**config.mk**
```make
export PLATFORM = sky130hd
export DESIGN_NAME = wb_rr_arbiter_flat
export DESIGN_NICKNAME = d
export VERILOG_FILES = /design/src/rtl/wb_rr_arbiter_if.sv /design/src/rtl/wb_rr_arbiter.sv /design/src/flat_wrapper.sv
export SDC_FILE = /design/constraint.sdc
export NUM_CORES = 1
export LEC_CHECK = 0
export ABC_AREA = 1
export BUFFER_PORTS_ARGS = -buffer_cell sky130_fd_sc_hd__buf_2
export CAP_MARGIN = 20
export CORE_AREA = 2 2 200 202
export DETAILED_ROUTE_END_ITERATION = 8
export DIE_AREA = 0 0 202 204
export GPL_ROUTABILITY_DRIVEN = 0
export HOLD_SLACK_MARGIN = 0.15
export SLEW_MARGIN = 40
export SYNTH_ARGS = -nofsm -noshare
export SYNTH_HDL_FRONTEND = slang
export SYNTH_SLANG_ARGS = --single-unit
```
**constraint.sdc**
```tcl
create_clock -name wr_clk -period 6 [get_ports wr_clk]
set_input_delay 0.3 -clock wr_clk [delete_from_list [all_inputs] [get_ports wr_clk]]
set_output_delay 0.3 -clock wr_clk [all_outputs]
set_load 0.005 [all_outputs]
```
**src/rtl/wb_rr_arbiter_if.sv**
```systemverilog
// wb_rr_arbiter_if: worker-array and frame-buffer write-port bundle for the write-back arbiter
//   req/req_addr/req_data : per-worker result ready, flattened address/data (worker i at i*W +: W)
//   grant                 : one-hot accept pulse back to the served worker
//   mem_wr_en/addr/data   : registered frame-buffer write request
//   mem_ready             : frame buffer accepts when mem_wr_en & mem_ready
//   pixel_count           : writes accepted in the current frame
//   frame_done            : pulse on the accept that completes a frame
//   master = arbiter side, slave = worker array / memory side
interface wb_rr_arbiter_if #(
    parameter int NUM_WORKERS = 16,
    parameter int ADDR_W      = 19,
    parameter int DATA_W      = 8
);
    logic [NUM_WORKERS-1:0]        req;
    logic [NUM_WORKERS*ADDR_W-1:0] req_addr;
    logic [NUM_WORKERS*DATA_W-1:0] req_data;
    logic [NUM_WORKERS-1:0]        grant;
    logic                          mem_wr_en;
    logic [ADDR_W-1:0]             mem_addr;
    logic [DATA_W-1:0]             mem_data;
    logic                          mem_ready;
    logic [ADDR_W-1:0]             pixel_count;
    logic                          frame_done;
    modport master (
        input  req, req_addr, req_data, mem_ready,
        output grant, mem_wr_en, mem_addr, mem_data, pixel_count, frame_done
    );
    modport slave (
        output req, req_addr, req_data, mem_ready,
        input  grant, mem_wr_en, mem_addr, mem_data, pixel_count, frame_done
    );
endinterface

```
**src/rtl/wb_rr_arbiter.sv**
```systemverilog
// wb_rr_arbiter: round-robin write-back arbiter sharing one frame-buffer write port among workers
//   wr_clk         : clock, rising edge
//   wr_n_rst       : synchronous active-low reset
//   wr_frame_start : pulse clearing pixel count and round-robin pointer
//   bus            : worker requests, grant, memory write port, pixel count, frame_done
module wb_rr_arbiter #(
    parameter int NUM_WORKERS  = 16,
    parameter int ADDR_W       = 19,
    parameter int DATA_W       = 8,
    parameter int FRAME_PIXELS = 307200
) (
    input  logic                 wr_clk,
    input  logic                 wr_n_rst,
    input  logic                 wr_frame_start,
    wb_rr_arbiter_if.master      bus
);
    localparam int IW = $clog2(NUM_WORKERS);
    typedef enum logic {IDLE, WRITE} state_t;
    state_t            state, state_n;
    logic [IW-1:0]     ptr, win, pick, win_next;
    logic [ADDR_W-1:0] addr_q, pc;
    logic [DATA_W-1:0] data_q;
    logic              accept, last;
    // Scan from the farthest slot towards ptr so the closest requester is assigned last and wins.
    always_comb begin
        pick = ptr;
        for (int k = NUM_WORKERS - 1; k >= 0; k--)
            if (bus.req[(int'(ptr) + k) % NUM_WORKERS])
                pick = IW'((int'(ptr) + k) % NUM_WORKERS);
    end
    always_comb begin
        state_n = (state == IDLE) ? (|bus.req ? WRITE : IDLE) : (bus.mem_ready ? IDLE : WRITE);
    end
    always_ff @(posedge wr_clk) begin
        if (!wr_n_rst)
            state <= IDLE;
        else
            state <= state_n;
    end
    assign accept   = (state == WRITE) && bus.mem_ready;
    assign last     = pc == ADDR_W'(FRAME_PIXELS - 1);
    assign win_next = (win == IW'(NUM_WORKERS - 1)) ? '0 : win + 1'b1;
    always_ff @(posedge wr_clk) begin
        if (!wr_n_rst) begin
            ptr    <= '0;
            win    <= '0;
            addr_q <= '0;
            data_q <= '0;
            pc     <= '0;
        end else begin
            if (state == IDLE && |bus.req) begin
                win    <= pick;
                addr_q <= bus.req_addr[int'(pick) * ADDR_W +: ADDR_W];
                data_q <= bus.req_data[int'(pick) * DATA_W +: DATA_W];
            end
            // A frame start overrides a coincident accept: that write completes uncounted.
            if (wr_frame_start) begin
                ptr <= '0;
                pc  <= '0;
            end else if (accept) begin
                ptr <= win_next;
                pc  <= last ? '0 : pc + 1'b1;
            end
        end
    end
    assign bus.mem_wr_en   = state == WRITE;
    assign bus.mem_addr    = addr_q;
    assign bus.mem_data    = data_q;
    assign bus.pixel_count = pc;
    assign bus.grant       = accept ? NUM_WORKERS'(1) << win : '0;
    assign bus.frame_done  = accept && last && !wr_frame_start;
endmodule

```
**src/flat_wrapper.sv**
```systemverilog
// flat-port wrapper written by rule: the top's interface ports become plain ports
module wb_rr_arbiter_flat 
#(
    parameter int NUM_WORKERS  = 16,
    parameter int ADDR_W       = 19,
    parameter int DATA_W       = 8,
    parameter int FRAME_PIXELS = 307200
)
  (wr_clk, wr_n_rst, wr_frame_start, bus_req, bus_req_addr, bus_req_data, bus_mem_ready, bus_grant, bus_mem_wr_en, bus_mem_addr, bus_mem_data, bus_pixel_count, bus_frame_done);
  wb_rr_arbiter_if #(.NUM_WORKERS(NUM_WORKERS), .ADDR_W(ADDR_W), .DATA_W(DATA_W)) bus_i ();
  input  logic wr_clk;
  input  logic wr_n_rst;
  input  logic wr_frame_start;
  input wire logic [$bits(bus_i.req)-1:0] bus_req;
  input wire logic [$bits(bus_i.req_addr)-1:0] bus_req_addr;
  input wire logic [$bits(bus_i.req_data)-1:0] bus_req_data;
  input wire logic [$bits(bus_i.mem_ready)-1:0] bus_mem_ready;
  output wire logic [$bits(bus_i.grant)-1:0] bus_grant;
  output wire logic [$bits(bus_i.mem_wr_en)-1:0] bus_mem_wr_en;
  output wire logic [$bits(bus_i.mem_addr)-1:0] bus_mem_addr;
  output wire logic [$bits(bus_i.mem_data)-1:0] bus_mem_data;
  output wire logic [$bits(bus_i.pixel_count)-1:0] bus_pixel_count;
  output wire logic [$bits(bus_i.frame_done)-1:0] bus_frame_done;
  assign bus_i.req = bus_req;
  assign bus_i.req_addr = bus_req_addr;
  assign bus_i.req_data = bus_req_data;
  assign bus_i.mem_ready = bus_mem_ready;
  assign bus_grant = bus_i.grant;
  assign bus_mem_wr_en = bus_i.mem_wr_en;
  assign bus_mem_addr = bus_i.mem_addr;
  assign bus_mem_data = bus_i.mem_data;
  assign bus_pixel_count = bus_i.pixel_count;
  assign bus_frame_done = bus_i.frame_done;
  wb_rr_arbiter #(.NUM_WORKERS(NUM_WORKERS), .ADDR_W(ADDR_W), .DATA_W(DATA_W), .FRAME_PIXELS(FRAME_PIXELS)) u_core (.wr_clk(wr_clk), .wr_n_rst(wr_n_rst), .wr_frame_start(wr_frame_start), .bus(bus_i));
endmodule
```
==> results.py, run 1 <==
metrics = {
    "synth": {
        "synth-async-reset-ratio_pct": 0,
        "synth-edff-count": 0,
        "synth.distinct_cells": 38,
        "yosysTopAreaCell": "nand3_1",
        "ys.flop_type": "dfxtp_1",
        "synth.area.top_cells": "nand3_1 29%, nand2_1 16%, inv_1 16%, dfxtp_1 11%, nand3b_1 8.0%",
        "synth_area_per_cell_sq_um": 5.118,
        "synth_top_cell_area_share_pct": 29.07,
        "synth_nets": 2441,
        "ys_ff_latch": 55,
        "yosys_warnings": 0,
        "synth_seq_area_share_pct": 10.89,
        "syn_inst": 1975,
        "netlist_area_sq_mm": 0.01011,
    },
    "clocking": {
        "cts_num_sinks": 55,
        "clk_pin_slew_worst_paths_ps": 90,
        "clk_latency_ps": 310,
        "cts_resized": 0,
        "cts_tree": "yes",
        "cts_buffers": 5,
        "htree_levels": 2,
        "root_buffer": "clkbuf_16",
        "cts_hold_buf": 0,
        "cts_setup_buffers": 0,
        "cts_buffer_depth": 2,
    },
    "hold_path": {
        "hold_path_class": "input port to flip-flop",
        "whs_path_depth": 3,
    },
    "power": {
        "combPwrFrac_pct": 66.5,
        "peakVddDrop_mv": 0.1223,
        "clkPwrFrac_pct": 14.7,
        "powerDensity_mw_per_mm2": 171.4,
        "p_sw_share_pct": 50.81,
        "leakage_nw": 7.929,
        "seqPwrFrac_pct": 18.8,
        "internal_power_mw": 1.108,
        "fin_total_pwr_mw": 2.253,
        "netSwitchingPower_mw": 1.145,
    },
    "run": {
        "cap_violations": 0,
    },
    "finish": {
        "utilization_pct": 33.54,
        "drive_gt1_share_pct": 23.80,
        "syn_to_final_growth_pct": 30.04,
        "final_cell_mix": "586 x nand3_1, 515 x buf_2, 434 x nand2_1, 421 x inv_1, 108 x nand3b_1",
        "nFillCells": 4468,
        "mostFrequentLayoutCell": "nand3_1",
        "final_cells": 2932,
        "design_area_sq_mm": 0.01314,
        "final_nets": 2860,
    },
    "global_route": {
        "grt_pass1_vias": 13693,
        "grt_pass1_wl_um": 74010,
        "track_usage_pct": 22.70,
        "antenna_found_initial": 13,
        "grt_overflow": 0,
        "grt_max_degree": 128,
    },
    "timing": {
        "drv_slew": 0,
        "finalHoldViolations": 0,
        "period_minus_slack_ps": 5365,
        "slew_headroom_pct": 47.89,
        "max_freq_ghz": 0.1864,
        "setup_viol": 0,
        "rsz0062_at_grt": "no",
        "min_period_over_period_pct": 89.42,
        "fin_tns_setup_ps": 0,
        "finClkSkew_ps": 7.831,
        "worstMarginPinSlew_ps": 778.7,
    },
    "drt": {
        "routed_via_density": 4.935,
        "dr_total_vias": 14470,
        "drtIter0Drc": 1018,
        "drt_wl_total_um": 48780,
        "ant_nets": 0,
        "avgRoutedWirePerCell_um": 16.64,
        "dr.pass1.iters": 6,
        "drc": 0,
    },
    "floorplan": {
        "start_util_pct": 25.79,
        "io_pins": 516,
        "fp.dieW_um": 202,
        "die_h_um": 204,
        "die-area_sq_mm": 0.04121,
        "rows": 73,
        "core-area_sq_mm": 0.03918,
    },
    "setup_path": {
        "worstSetupPathType": "flip-flop to flip-flop",
        "end_kind": "flip-flop",
        "cp_max_fo": 66,
        "slowest_stage": "dfxtp_1",
        "r2r_cells": 32,
        "critPathLaunchType": "flip-flop",
        "critical_path.max_stage_delay_ps": 690,
        "crit_required_ps": 6220,
        "crit_top_cell": "nand2_1",
        "crit_arrival_ps": 5580,
    },
    "placed_design": {
        "placed_cell_area_sq_mm": 0.01296,
        "port_buffers": 515,
        "numPlacedInstances": 2912,
        "dp_hpwl_um": 38480,
    },
    "outcome": {
        "status": "completed",
    },
}
critical path: cells and delay by family, from the launching register on:
family / cells / cell delay, ps
AOI/OAI and AO/OA: 1 / 70
adders and majority gates: 1 / 620
buffers and inverters: 5 / 1280
DFF: 1 / 690
and+or+nand+nor: 25 / 2530
final timing paths:
| path | startpoint | to | slack, ps |
|---|---|---|---|
| setup / recovery | u_core.ptr[1] | u_core.bus.mem_addr[7] | 630 |
| hold / removal | wr_n_rst | u_core.win[2] | 280 |
| setup reg to reg | u_core.ptr[1] | u_core.bus.mem_addr[7] | 630 |
| hold reg to reg | u_core.bus.pixel_count[17] | u_core.bus.pixel_count[17] | 510 |
cells in the mapped netlist (2+ instances only):
library cell  count
nand3_1         587
nand2_1         435
inv_1           422
nand3b_1        108
nor2_1          106
buf_2            58
dfxtp_1          55
a21oi_1          42
clkbuf_1         32
buf_4            18
o21ai_0          15
ha_1             14
buf_6            13
xor2_1            9
nor4_1            7
buf_1             6
inv_2             6
nor3_1            6
nor3b_1           5
nand2_2           4
nand4_1           4
o21ai_1           4
a211oi_1          2
nand2_4           2
xnor2_1           2
flip-flops by register name, indices dropped and copies added, names as in the netlist:
register                cells
u_core.bus.mem_wr_en        1
u_core.bus.pixel_count     19
u_core.ptr                  4
u_core.bus.mem_addr        19
u_core.win                  4
u_core.bus.mem_data         8
logic make-up (layout without fill, tap and decap cells):
kind of cell	count (synthesis)	in the layout	synth area share (%)
xor+xnor	12	12	1.226
simple gates	1264	1264	59.00
compound gates	72	72	3.937
other cells	0	12	0
buf+inv	558	978	23.21
flops	55	55	10.89
fa+ha+maj	14	14	1.733
final cells by class:
| cell class | instances | area (sq um) | share of cell area, % |
|---|---|---|---|
| multi-input combinational | 1362 | 6719 | 51.12 |
| timing repair buffer | 540 | 2865 | 21.80 |
| inverter | 430 | 1619 | 12.32 |
| sequential | 55 | 1101 | 8.377 |
| tap | 525 | 656.9 | 4.998 |
| clock buffer | 5 | 125.1 | 0.9519 |
| antenna | 12 | 30.03 | 0.2285 |
| clock inverter | 3 | 27.53 | 0.2094 |
per-layer routing:
metal  global-route usage (%)  routed length (um)  vias to the layer above
li1                         -                   -                     7057
met1                    26.23               19180                     6588
met2                    40.49               24110                      697
met3                    3.157                3105                      128
met4                    12.29                2385                        0
met5                        0                   0                        -
per-stage QoR:
step / hold WS (ps) / setup WS (ps)
finish: 284.0 / 634.8
global route: 295.7 / 141.8
CTS: 259.6 / 760.3
detailed placement: 503.1 / 776.9
global placement: 491.5 / 833.9
floorplan: 438.4 / 2640
power by group through the flow:
stage | clock network [mW] | logic (mW) | registers (mW)
final | 0.330 | 1.50 | 0.423
after detailed placement | 0 | 1.50 | 0.433
after global placement | 0 | 1.49 | 0.432
after CTS | 0.348 | 1.50 | 0.425
after global routing | 0.356 | 1.67 | 0.428
after floorplan | 0 | 0.992 | 0.429
No activity file was read; power rests on OpenSTA's default activity.
==> run 2, diff against run 1 <==
--- a/config.mk
+++ b/config.mk
@@ -8,9 +8,9 @@
 export ABC_AREA = 1
 export BUFFER_PORTS_ARGS = -buffer_cell sky130_fd_sc_hd__buf_2
 export CAP_MARGIN = 20
-export CORE_AREA = 2 2 200 202
+export CORE_AREA = 2 2 199 201
 export DETAILED_ROUTE_END_ITERATION = 8
-export DIE_AREA = 0 0 202 204
+export DIE_AREA = 0 0 201 203
 export GPL_ROUTABILITY_DRIVEN = 0
 export HOLD_SLACK_MARGIN = 0.15
 export SLEW_MARGIN = 40
==> constraint.sdc (replaced) <==
create_clock -name wr_clk -period 5.1 [get_ports wr_clk]
set_input_delay 0.255 -clock wr_clk [delete_from_list [all_inputs] [get_ports wr_clk]]
set_output_delay 0.255 -clock wr_clk [all_outputs]
set_load 0.005 [all_outputs]
==> results.py, run 2 (same netlist as run 1, synthesis figures left out) <==
metrics = {
    "outcome": {
        "status": "completed",
    },
    "floorplan": {
        "io_pins": 516,
        "start_util_pct": 26.28,
        "rows": 72,
        "die-area_sq_mm": 0.04080,
        "fp.dieW_um": 201,
        "die_h_um": 203,
        "core-area_sq_mm": 0.03847,
    },
    "power": {
        "peakVddDrop_mv": 0.1248,
        "fin_total_pwr_mw": 2.666,
        "clkPwrFrac_pct": 14.7,
        "seqPwrFrac_pct": 18.7,
        "netSwitchingPower_mw": 1.355,
        "combPwrFrac_pct": 66.6,
        "p_sw_share_pct": 50.82,
        "internal_power_mw": 1.311,
        "leakage_nw": 7.962,
        "powerDensity_mw_per_mm2": 201.9,
    },
    "clocking": {
        "root_buffer": "clkbuf_16",
        "cts_resized": 0,
        "cts_hold_buf": 0,
        "clk_pin_slew_worst_paths_ps": 80,
        "cts_buffer_depth": 2,
        "cts_buffers": 5,
        "clk_latency_ps": 310,
        "cts_setup_buffers": 0,
        "cts_num_sinks": 55,
        "htree_levels": 2,
        "cts_tree": "yes",
    },
    "setup_path": {
        "worstSetupPathType": "flip-flop to flip-flop",
        "crit_required_ps": 5320,
        "critPathLaunchType": "flip-flop",
        "critical_path.max_stage_delay_ps": 440,
        "cp_max_fo": 28,
        "crit_arrival_ps": 4500,
        "end_kind": "flip-flop",
        "crit_top_cell": "nand2_1",
        "slowest_stage": "nand2_2",
    },
    "timing": {
        "drv_slew": 0,
        "rsz0062_at_grt": "no",
        "fin_tns_setup_ps": 0,
        "period_minus_slack_ps": 4289,
        "max_freq_ghz": 0.2332,
        "finalWorstSetupSlack_ps": 811.4,
        "setup_viol": 0,
        "worstMarginPinSlew_ps": 789.3,
        "finClkSkew_ps": 9.509,
        "finalHoldViolations": 0,
        "slew_headroom_pct": 47.20,
        "min_period_over_period_pct": 84.09,
    },
    "placed_design": {
        "port_buffers": 515,
        "dp_hpwl_um": 39260,
        "dp_slack_ps": 793.0,
    },
    "global_route": {
        "grt_max_degree": 124,
        "grt_use_met1_pct": 27.55,
        "use_met2_pct": 40.83,
        "antenna_found_initial": 20,
        "grt_overflow": 0,
        "grt_use_met3_pct": 3.676,
        "track_usage_pct": 23.43,
        "grt_pass1_wl_um": 75120,
        "grt-busiest-layer": "met2",
        "grt_pass1_vias": 13606,
    },
    "finish": {
        "drive_gt1_share_pct": 23.96,
        "nFillCells": 4474,
        "mostFrequentLayoutCell": "nand3_1",
        "final_nets": 2865,
        "final_cell_mix": "586 x nand3_1, 515 x buf_2, 434 x nand2_1, 421 x inv_1, 108 x nand3b_1",
        "syn_to_final_growth_pct": 30.63,
    },
    "drt": {
        "drt_wl_total_um": 49550,
        "dr.pass1.iters": 6,
        "dr_total_vias": 14260,
        "drc": 0,
        "routed_via_density": 4.862,
        "ant_nets": 0,
        "avgRoutedWirePerCell_um": 16.89,
        "drtIter0Drc": 1081,
    },
    "hold_path": {
        "hold_path_class": "input port to flip-flop",
    },
    "run": {
        "cap_violations": 0,
    },
}
-- run 2: cell count changes in the layout (fill, tap and decap cells not counted), sizes merged --
cell    previous run  this run
buf              540       545
diode             12        15
clkinv             2         1
inv              430       431
-- run 2: cell type report --
cell class / count / area (sq um) / area share [%]
multi-input combinational: 1362 / 6719 / 50.89
timing repair buffer: 545 / 2928 / 22.18
inverter: 430 / 1619 / 12.26
sequential: 55 / 1101 / 8.340
tap: 518 / 648.1 / 4.909
clock buffer: 5 / 125.1 / 0.9477
antenna: 15 / 37.54 / 0.2843
clock inverter: 3 / 25.02 / 0.1895
-- run 2: path summary, 6_finish.rpt --
path              cells after the start                          to                  startpoint  slack [ps]
hold reg to reg                       2  u_core.bus.pixel_count[17]  u_core.bus.pixel_count[17]         510
hold / removal                        3               u_core.win[2]                    wr_n_rst         230
setup / recovery                     30      u_core.bus.mem_addr[8]               u_core.ptr[1]         810
setup reg to reg                     30      u_core.bus.mem_addr[8]               u_core.ptr[1]         810
-- run 2: power by group through the flow --
stage	logic, mW	registers [mW]	clock network (mW)
floorplan	1.17	0.505	0
global placement	1.76	0.509	0
detailed placement	1.77	0.510	0
CTS	1.78	0.500	0.413
global route	1.98	0.504	0.420
finish	1.77	0.499	0.391
-- run 2: layer usage --
layer | vias up | routed length, um
li1 | 7073 | -
met1 | 6424 | 19800
met2 | 647 | 23870
met3 | 114 | 3355
met4 | 2 | 2514
met5 | - | 13
-- run 2: stage by stage --
step	cell area (sq um)	util [%]	std cells	hold slack [ps]
after floorplan	10110	-	1975	393.4
after global placement	13010	33.83	2910	489.6
after detailed placement	13020	33.83	2910	499.6
after CTS	13170	34.22	2918	207.6
after global routing	13190	34.30	2929	219.5
final	13200	34.32	2933	225.0
-- run 2: worst max-delay path, delay by kind of cell (launching register included) --
kind	cells	cell delay, ps
buf+inv	4	660
simple gates	24	2680
compound gates	1	180
flops	1	330
fa+ha+maj	1	300
